$ cat config.mk
export PLATFORM = sky130hd
export DESIGN_NAME = partition_sweep
export DESIGN_NICKNAME = d
export VERILOG_FILES = /design/src/rtl/partition_sweep_pkg.sv /design/src/rtl/sweep_hd_acc.sv /design/src/rtl/partition_sweep.sv
export SDC_FILE = /design/constraint.sdc
export NUM_CORES = 1
export LEC_CHECK = 0
export CORE_UTILIZATION = 23
export DETAILED_ROUTE_END_ITERATION = 7
export GPL_TIMING_DRIVEN = 0
export PLACE_DENSITY = 0.39
export SETUP_SLACK_MARGIN = 0.3
export SKIP_CTS_REPAIR_TIMING = 1
export SLEW_MARGIN = 40
export SYNTH_ARGS = -nofsm -noshare
export SYNTH_HDL_FRONTEND = slang
export SYNTH_HIERARCHICAL = 1
export SYNTH_SLANG_ARGS = --single-unit
export TNS_END_PERCENT = 100
$ cat constraint.sdc
create_clock -name clk -period 2.7 [get_ports clk]
set_clock_uncertainty 0.2 [all_clocks]
set_input_delay 0.54 -clock clk [delete_from_list [all_inputs] [get_ports clk]]
set_output_delay 0.54 -clock clk [all_outputs]
set_load 0.1 [all_outputs]
$ cat src/rtl/partition_sweep_pkg.sv
// rtl/partition_sweep_pkg.sv - shared FSM state type and popcount helper for partition_sweep
package partition_sweep_pkg;

    typedef enum logic [1:0] {
        ST_IDLE,
        ST_SETTLE,
        ST_OUT,
        ST_DONE
    } sweep_state_e;

    localparam int POP_W = 32;

    function automatic int unsigned popcount(input logic [POP_W-1:0] v);
        int unsigned n;
        n = 0;
        for (int i = 0; i < POP_W; i++) begin
            n = n + {31'b0, v[i]};
        end
        return n;
    endfunction

endpackage

$ cat src/rtl/sweep_hd_acc.sv
// rtl/sweep_hd_acc.sv - Hamming-distance accumulator of response vs golden value
// Instantiated by partition_sweep only when SWEEP_HD_EN is defined.
module sweep_hd_acc
    import partition_sweep_pkg::*;
#(
    parameter int NO = 4,
    parameter int W  = 10
) (
    input  logic          clk,
    input  logic          rst_n,
    input  logic          clear_i,
    input  logic          sample_i,
    input  logic [NO-1:0] po_i,
    input  logic [NO-1:0] gold_i,
    output logic [W-1:0]  hd_sum
);

    logic [W-1:0] sum_q, sum_d;

    always_comb begin
        sum_d = sum_q;
        if (clear_i) begin
            sum_d = '0;
        end else if (sample_i) begin
            sum_d = sum_q + W'(popcount(POP_W'(po_i ^ gold_i)));
        end
    end

    always_ff @(posedge clk or negedge rst_n) begin
        if (!rst_n) begin
            sum_q <= '0;
        end else begin
            sum_q <= sum_d;
        end
    end

    assign hd_sum = sum_q;

endmodule

$ cat src/rtl/partition_sweep.sv
// rtl/partition_sweep.sv - exhaustive stimulus sweep of a combinational partition with response stream
// Optional Hamming-distance accumulation against gold_i under macro SWEEP_HD_EN.
module partition_sweep
    import partition_sweep_pkg::*;
#(
    parameter int NI     = 7,
    parameter int NO     = 4,
    parameter int SETTLE = 1
) (
    input  logic          clk,
    input  logic          rst_n,
    input  logic          start,
    input  logic          abort,
    output logic          busy,
    output logic          done,
    output logic [NI-1:0] pi_o,
    input  logic [NO-1:0] po_i,
    output logic          rsp_valid,
    input  logic          rsp_ready,
    output logic [NI-1:0] rsp_pat,
    output logic [NO-1:0] rsp_data
`ifdef SWEEP_HD_EN
    ,
    input  logic [NO-1:0] gold_i,
    output logic [NI+$clog2(NO+1)-1:0] hd_sum
`endif
);

    localparam logic [NI-1:0] PAT_MAX  = '1;
    localparam logic [7:0]    CNT_LAST = 8'(SETTLE - 1);

    sweep_state_e  state_q, state_d;
    logic [NI-1:0] pat_q, pat_d;
    logic [7:0]    cnt_q, cnt_d;
    logic          busy_q, busy_d;
    logic          done_q, done_d;
    logic          valid_q, valid_d;
    logic [NI-1:0] rsp_pat_q, rsp_pat_d;
    logic [NO-1:0] rsp_data_q, rsp_data_d;

    always_comb begin
        state_d    = state_q;
        pat_d      = pat_q;
        cnt_d      = cnt_q;
        busy_d     = busy_q;
        done_d     = done_q;
        valid_d    = valid_q;
        rsp_pat_d  = rsp_pat_q;
        rsp_data_d = rsp_data_q;
        case (state_q)
            ST_IDLE, ST_DONE: begin
                if (start) begin
                    state_d = ST_SETTLE;
                    pat_d   = '0;
                    cnt_d   = '0;
                    busy_d  = 1'b1;
                    done_d  = 1'b0;
                end
            end
            ST_SETTLE: begin
                if (abort) begin
                    state_d = ST_IDLE;
                    pat_d   = '0;
                    cnt_d   = '0;
                    busy_d  = 1'b0;
                    valid_d = 1'b0;
                end else if (cnt_q == CNT_LAST) begin
                    state_d    = ST_OUT;
                    rsp_data_d = po_i;
                    rsp_pat_d  = pat_q;
                    valid_d    = 1'b1;
                end else begin
                    cnt_d = cnt_q + 8'd1;
                end
            end
            ST_OUT: begin
                // abort outranks a handshake landing on the same edge
                if (abort) begin
                    state_d = ST_IDLE;
                    pat_d   = '0;
                    cnt_d   = '0;
                    busy_d  = 1'b0;
                    valid_d = 1'b0;
                end else if (rsp_ready) begin
                    valid_d = 1'b0;
                    if (pat_q == PAT_MAX) begin
                        state_d = ST_DONE;
                        busy_d  = 1'b0;
                        done_d  = 1'b1;
                    end else begin
                        state_d = ST_SETTLE;
                        pat_d   = pat_q + 1'b1;
                        cnt_d   = '0;
                    end
                end
            end
            default: state_d = ST_IDLE;
        endcase
    end

    always_ff @(posedge clk or negedge rst_n) begin
        if (!rst_n) begin
            state_q    <= ST_IDLE;
            pat_q      <= '0;
            cnt_q      <= '0;
            busy_q     <= 1'b0;
            done_q     <= 1'b0;
            valid_q    <= 1'b0;
            rsp_pat_q  <= '0;
            rsp_data_q <= '0;
        end else begin
            state_q    <= state_d;
            pat_q      <= pat_d;
            cnt_q      <= cnt_d;
            busy_q     <= busy_d;
            done_q     <= done_d;
            valid_q    <= valid_d;
            rsp_pat_q  <= rsp_pat_d;
            rsp_data_q <= rsp_data_d;
        end
    end

    assign pi_o      = pat_q;
    assign busy      = busy_q;
    assign done      = done_q;
    assign rsp_valid = valid_q;
    assign rsp_pat   = rsp_pat_q;
    assign rsp_data  = rsp_data_q;

`ifdef SWEEP_HD_EN
    logic hd_clear, hd_sample;

    assign hd_clear  = ((state_q == ST_IDLE) || (state_q == ST_DONE)) && start;
    assign hd_sample = (state_q == ST_SETTLE) && !abort && (cnt_q == CNT_LAST);

    sweep_hd_acc #(
        .NO (NO),
        .W  (NI + $clog2(NO + 1))
    ) u_hd_acc (
        .clk      (clk),
        .rst_n    (rst_n),
        .clear_i  (hd_clear),
        .sample_i (hd_sample),
        .po_i     (po_i),
        .gold_i   (gold_i),
        .hd_sum   (hd_sum)
    );
`endif

endmodule

After elaboration in Yosys (flattened, before gate mapping)
Index checks and enable logic that the tools add are counted.

Input bits: 9. Output and inout bits: 21. Word-level logic and storage cells: 73. Bits in registers: 31.

Multiplexer cells: 36. Reductions and logical operators: 12. Bitwise gates (word level): 1. Add/subtract/negate cells: 2. Eq/ne operators: 14.

Operator list (count): 8-bit 2-to-1 mux (6); 7-bit 2-to-1 mux (5); 8-bit one-hot mux with 3 select lines (1); 7-bit one-hot mux with 3 select lines (1); 3-bit inequality test, second input constant (5); 1-bit 2-to-1 mux (13); 2-bit 2-to-1 mux (6); 4-bit AND reduction (3); 2-bit inequality test, second input constant (5); 3-bit AND reduction (3); 8-bit by 1-bit adder with 8-bit output, second input constant (1); 8-bit logical NOT (1); 7-bit by 1-bit adder with 7-bit output, second input constant (1); 7-bit equality test, second input constant (1); 2-bit one-hot mux with 3 select lines (1); 5-bit AND reduction (1); 2-bit equality test, second input constant (2); 1-bit one-hot mux with 2 select lines (2); 2-bit nonzero test (2); 1-bit one-hot mux with 3 select lines (1); 2-bit by 1-bit equality test with 1-bit output, second input constant (1); 2-bit logical NOT (1); 2-bit OR reduction (1); 1-bit inverter (1).

Depth between registers and ports, before layout
Gate-level depths: netlist of the first run.

Depth in word-level cells: 5. Depth in mapped cells: 9. Gate-level depth less buffers: 6.

Least setup slack after synthesis of the first run
Ideal clock, no wire load.

Path kind: register -> register. Start: reg pat_q[1], in the netlist pi_o[1]. End: reg pat_q[5], in the netlist pi_o[5]. Setup slack: 0.150 ns. Path buffers: 0. Period minus slack after synthesis: 2.550 ns. Setup time: 0.126 ns. Required time: 2.374 ns. Arrival: 2.224 ns. Cell stages (with the launch flop): 6. Cell sequence: dfrtp_1 -> ha_1 -> nand4_1 -> o21ai_0 -> nor3_1 -> a221o_1.

Longest elaborated chain between the ends: 5. Elaborated cells on any way between the ends: 8. Those cells by class: add/sub: 1; eq/ne: 2; mux: 4; reduce/logical: 1.

Ends and longest elaborated chain: start, declared (RTL line partition_sweep.sv:33) `logic [NI-1:0] pat_q, pat_d;`; start signal, assigned (RTL line partition_sweep.sv:113) `pat_q <= pat_d;`; 7-bit by 1-bit adder with 7-bit output (RTL line partition_sweep.sv:92) `pat_d = pat_q + 1'b1;`; 7-bit 2-to-1 mux (RTL line partition_sweep.sv:86) `if (pat_q == PAT_MAX) begin`; 7-bit 2-to-1 mux (RTL line partition_sweep.sv:84) `end else if (rsp_ready) begin`; 7-bit 2-to-1 mux (RTL line partition_sweep.sv:78) `if (abort) begin`; 7-bit one-hot mux with 3 select lines (RTL line partition_sweep.sv:50) `case (state_q)`.

Several ways; a longest one is shown, not always the timed one. The select of a mux whose other input is x is not followed. A chain may end at the register's enable or synchronous reset.

Worst setup path after layout of the first run
Start: in rsp_ready. End: reg cnt_q[7].

Longest elaborated chain between the ends: 2.

Ends and longest elaborated chain: start, declared (RTL line partition_sweep.sv:19) `input logic rsp_ready,`; 3-bit inequality test (no line); 4-bit AND reduction (no line); end signal, assigned (RTL line partition_sweep.sv:114) `cnt_q <= cnt_d;`; end, declared (RTL line partition_sweep.sv:34) `logic [7:0] cnt_q, cnt_d;`.

No other way between the ends.

==> results.toml, run 1 <==
[critical_path]
r2r.worst_path.cells = 8
crit_chain = "clkdlybuf4s50_1 > or3b_2 > o311ai_1 > clkbuf_2 > or4_1 > o21ai_0"
crit_slowest_cell = "clkdlybuf4s50_1"
arrival_ns = 2.19
cp.depth = 6
worst-path-buf-inv = 2
worstSetupEndpointType = "flip-flop"
path_class = "primary input to flip-flop"
worst_ep_required_time_ns = 2.66
path_max_fanout = 10
critPathLaunchType = "primary input"
cp_top_family = "buffers and inverters"
critical_path.max_stage_delay_ns = 0.52

[yosys]
netlist-cell-type-count = 40
ys_top_cells_by_area = "dfrtp_1 48%, nand2_1 8.4%, o21ai_0 5.0%, ha_1 3.9%, nand3_1 2.5%"
synthArstFlopShare_pct = 100
syn_area_um2 = 1600
synth_nets = 191
synth_edf_count = 0
ys_seq_area_share_pct = 48.4
synth_cells = 177
synthFlopType = "dfrtp_1"
yosysWarningCount = 6
ys_seq_elements = 31
synth_top_cell_by_area = "dfrtp_1"
syn_avg_cell_area_um2 = 9.06
synth_top_area_share_pct = 48.4

[placement]
hpwl_um = 2990
dp_cells = 287
dpl_worst_slack_ns = -0.0881
port-buffer-count = 29
place_congestion = 0.752
dpl-instance-area_um2 = 1920

[floorplanning]
die-area_um2 = 7310
ios = 30
die_h_um = 85.5
start_util_pct = 23.7
fp-row-count = 30
core_um2 = 6760
die_w_um = 85.5

[routing]
drc = 0
vias = 1409
drtIter0Drc = 54
first_pass_iters = 4
drt-wirelength-per-cell_um = 13.9
routed_wl_um = 4130
ant_nets = 0
routed_via_density = 4.76

[final_layout]
drive_gt1_share_pct = 22.7
seqCellArea_um2 = 779
fin_nets = 229
multi_input_area_um2 = 757
fin_area_um2 = 2040
final_common_cell = "nand2_1"
area_growth_pct = 26.9
postLayoutCoreUtil_pct = 30.1
antennaDiodeCount = 0
fillers = 739
layout.cells.non_filler = 296
layout_common_cells = "36 x nand2_1, 28 x dfrtp_1, 26 x buf_2, 15 x o21ai_0, 9 x inv_1"

[clocking]
clock_latency_ns = 0.28
cts_buffer_depth = 2
cts_max_level = 2
cts_tree = "yes"
cts_buffers = 5
root_buffer = "clkbuf_8"
clk_pin_slew_worst_paths_ns = 0.07
clock_sinks = 31

[sta]
rsz0062_at_grt = "no"
whs_ns = 0.271
worst_slew_pin_slew_ns = 0.479
max-slew-margin-rel_pct = 67.7
drv_slew = 0
setup_violations = 0
post-route-period-util_pct = 82.5
fin_ws_ns = 0.473
hold_viol = 0
max_freq_mhz = 449
period_minus_slack_ns = 2.23

[min_path]
hold_path.class = "flip-flop to flip-flop"
holdPathStages = 2

[global_route]
grt_max_degree = 19
antenna_found_initial = 0
grt_pass1_wl_um = 7080
grt_pass1_vias = 1385
grt_overflow_total = 0
gr-usage-all-layers_pct = 12.4

[power_and_ir_drop]
p_leak_nw = 0.984
pwr_density_cell_nw_per_um2 = 915
irDropWorstVdd_mv = 0.469

[outcome]
status = "finished clean"

[flow_run]
cap_viol_max_count = 0
==> report_power, final <==
part	total (mW)	switching (mW)	internal (mW)
Sequential	0.563	0.0332	0.530
Clock	0.414	0.181	0.233
Combinational	0.885	0.657	0.228
Total	1.86	0.871	0.991
==> registers in the layout (all words and copies together) (netlist names) <==
name	count
cnt_q	8
pi_o	7
rsp_pat	7
rsp_data	4
state_q	2
busy	1
done	1
rsp_valid	1
==> worst min-delay path, delay by kind of cell (launching register included) <==
| kind | cells | cell delay (ns) |
|---|---|---|
| flip-flops | 1 | 0.34 |
| AND/OR/NAND/NOR | 2 | 0.10 |
==> per-stage QoR <==
step / TNS (ns) / power, mW
2_1_floorplan: 0 / 1.27
3_3_place_gp: -0.302 / 1.50
3_5_place_dp: -0.377 / 1.46
4_1_cts: 0 / 1.88
5_1_grt: 0 / 1.98
6_report: 0 / 1.86
==> cell families after synthesis <==
logic type,share of synthesized area (%)
AND/OR/NAND/NOR,25.0
AO/OA/AOI/OAI,16.0
flip-flops,48.4
buffers and inverters,4.76
adder cells (fa/ha/maj),3.90
multiplexers,2.03
==> per-layer routing <==
layer,global-route usage (%),share of wire (%),up-vias
met3,3.08,3.5,5
met2,18.6,43,26
met5,0,0,-
met4,4.09,1.4,0
li1,-,-,707
met1,17.4,53,671
==> path summary, 6_finish.rpt <==
kind	start	endpoint	slack, ns
max	rsp_ready	cnt_q[7]$_DFFE_PN0P_	0.47
min	rsp_data[2]$_DFFE_PN0P_	rsp_data[2]$_DFFE_PN0P_	0.27
max reg2reg	cnt_q[0]$_DFFE_PN0P_	rsp_pat[1]$_DFFE_PN0P_	0.50
min reg2reg	rsp_data[2]$_DFFE_PN0P_	rsp_data[2]$_DFFE_PN0P_	0.27
max in group asynchronous	rst_n	pi_o[1]$_DFFE_PN0P_	1.36
min in group asynchronous	rst_n	pi_o[2]$_DFFE_PN0P_	0.51
==> cell usage after synthesis (2+ instances only) <==
cell,number
a21o_1,2
a21oi_1,7
and3_1,2
buf_2,4
clkbuf_1,3
dfrtp_1,31
ha_1,5
inv_1,9
mux2_2,2
nand2_1,36
nand2b_1,5
nand3_1,8
nand4_1,4
nor2_1,5
nor2b_1,2
nor3_1,6
o211ai_1,2
o21ai_0,16
o22ai_1,2
o31ai_1,3
or3_1,2
or4_1,3
==> layout make-up <==
type / instances / area share, %
timing repair buffer: 31 / 10.8
clock buffer: 8 / 4.92
buffer: 8 / 2.21
multi-input combinational: 129 / 37.2
inverter: 9 / 1.66
sequential: 31 / 38.3
tap: 80 / 4.92
No activity file was read; power rests on OpenSTA's default activity.
==> run 2: changes to the inputs <==
--- a/config.mk
+++ b/config.mk
@@ -8,7 +8,7 @@
 export CORE_UTILIZATION = 23
 export DETAILED_ROUTE_END_ITERATION = 7
 export GPL_TIMING_DRIVEN = 0
-export PLACE_DENSITY = 0.39
+export PLACE_DENSITY = 0.4
 export SETUP_SLACK_MARGIN = 0.3
 export SKIP_CTS_REPAIR_TIMING = 1
 export SLEW_MARGIN = 40
==> constraint.sdc (replaced) <==
create_clock -name clk -period 2 [get_ports clk]
set_clock_uncertainty 0.2 [all_clocks]
set_input_delay 0.4 -clock clk [delete_from_list [all_inputs] [get_ports clk]]
set_output_delay 0.4 -clock clk [all_outputs]
set_load 0.1 [all_outputs]
==> results.toml, run 2 (synthesis gave the netlist of run 1 again) <==
[power_and_ir_drop]
clkPwrFrac_pct = 19.4
p_sw_mw = 1.42
p_leak_nw = 1.26
irDropWorstVdd_mv = 0.742
swShare_pct = 41.9
p_int_mw = 1.97
power_frac_comb_pct = 57.7
seqPwrFrac_pct = 22.8
pwr_density_cell_nw_per_um2 = 1280

[floorplanning]
core_um2 = 6760
die-area_um2 = 7310
start_util_pct = 23.7
die_w_um = 85.5
die_h_um = 85.5
ios = 30
fp-row-count = 30

[routing]
drc = 0
drtIter0Drc = 50
routed_wl_um = 4620
vias = 1525
first_pass_iters = 4
routed_via_density = 4.78
drt-wirelength-per-cell_um = 14.5
ant_nets = 0

[global_route]
grt_max_degree = 22
grt_pass1_wl_um = 7210
grt_pass1_vias = 1459
gr-usage-all-layers_pct = 12.6
grt_overflow_total = 0
antenna_found_initial = 0

[final_layout]
area_growth_pct = 65.0
largest_register_ffs = 8
final_common_cell = "nand2_1"
fin_area_um2 = 2650
layout_common_cells = "29 x nand2_1, 23 x dfrtp_1, 17 x buf_4, 14 x clkbuf_4, 11 x buf_6"
top_register = "cnt_q"
fillers = 692
drive_gt1_share_pct = 45.6
antennaDiodeCount = 0
fin_nets = 252

[clocking]
clock_sinks = 31
clock_latency_ns = 0.29
cts_buffer_depth = 2
cts_max_level = 2
cts_tree = "yes"
cts_buffers = 5
root_buffer = "clkbuf_8"
clk_pin_slew_worst_paths_ns = 0.07

[flow_run]
cap_viol_max_count = 0

[sta]
hold_viol = 0
drv_slew = 0
setup_tns_ns = -1.57
setup_violations = 13
period_minus_slack_ns = 2.16
rsz0062_at_grt = "yes"
post-route-period-util_pct = 108
max-slew-margin-rel_pct = 67.8
whs_ns = 0.261
max_freq_mhz = 463
worst_slew_pin_slew_ns = 0.487
fin_ws_ns = -0.162

[placement]
dpl-instance-area_um2 = 2000
hpwl_um = 3020
dpl_worst_slack_ns = -0.463
port-buffer-count = 29
place_congestion = 0.722

[critical_path]
worst_ep_required_time_ns = 1.99
path_max_fanout = 6
reg2reg_slack_ns = -0.16
critPathLaunchType = "flip-flop"
worstSetupEndpointType = "flip-flop"
path_class = "flip-flop to flip-flop"
arrival_ns = 2.15

[min_path]
hold_path.class = "flip-flop to flip-flop"

[outcome]
violations = "negative setup slack"
status = "finished, violations left"
[run 2: cell types whose count changed in the layout (fill, tap and decap cells not counted), moves of 5 or more]
cell | before | now
buf_4 | 0 | 17
nand2_1 | 36 | 29
o21ai_0 | 15 | 8
dfrtp_1 | 28 | 23
nand2_2 | 0 | 6
buf_6 | 1 | 11
buf_2 | 26 | 5
clkbuf_4 | 0 | 14
[run 2: metrics by stage]
stage	utilization (%)	power [mW]	cells
after global placement	30.8	2.13	286
after floorplan	-	1.80	177
final	39.2	3.40	319
after global routing	39.2	3.57	319
after CTS	31.3	2.75	295
after detailed placement	29.6	2.07	287
[run 2: layer usage]
metal	vias to the layer above	GRT usage, %	share of wire, %	wire [um]
met5	-	0	0	0
met2	31	19.0	44	2050
li1	753	-	-	-
met1	735	17.4	51	2340
met4	0	4.55	1.2	55
met3	6	3.37	3.6	166
[run 2: path summary, 6_finish.rpt]
path | cells past startpoint | to | from
worst max register to register | 8 | rsp_data[1]$_DFFE_PN0P_ | cnt_q[0]$_DFFE_PN0P_
worst max-delay path | 8 | rsp_data[1]$_DFFE_PN0P_ | cnt_q[0]$_DFFE_PN0P_
max in group asynchronous | 3 | pi_o[0]$_DFFE_PN0P_ | rst_n
min in group asynchronous | 2 | cnt_q[3]$_DFFE_PN0P_ | rst_n
worst min register to register | 2 | rsp_pat[3]$_DFFE_PN0P_ | rsp_pat[3]$_DFFE_PN0P_
worst min-delay path | 2 | rsp_pat[3]$_DFFE_PN0P_ | rsp_pat[3]$_DFFE_PN0P_
[run 2: critical path, cell delays in order, from the launching register on]
cell and delay, ns:
dfrtp_2 0.43, inv_2 0.05, ha_1 0.14, or4b_4 0.49
or3_1 0.34, buf_6 0.15, clkbuf_16 0.15, nand2_1 0.06
nand2_1 0.04
[run 2: area by class of cell]
class	instances	area, um2	share of cell area, %
multi-input combinational	129	990	37.4
sequential	31	796	30.1
timing repair buffer	54	515	19.5
tap	80	100	3.78
buffer	8	93.8	3.55
clock buffer	6	82.6	3.12
clock inverter	2	35.0	1.32
inverter	9	33.8	1.28
[run 2: power groups by stage]
stage	combinational, mW	sequential (mW)	clock [mW]
floorplan	0.557	1.24	0
global placement	1.35	0.782	0
detailed placement	1.29	0.781	0
CTS	1.29	0.768	0.686
global route	2.08	0.786	0.706
finish	1.96	0.776	0.660
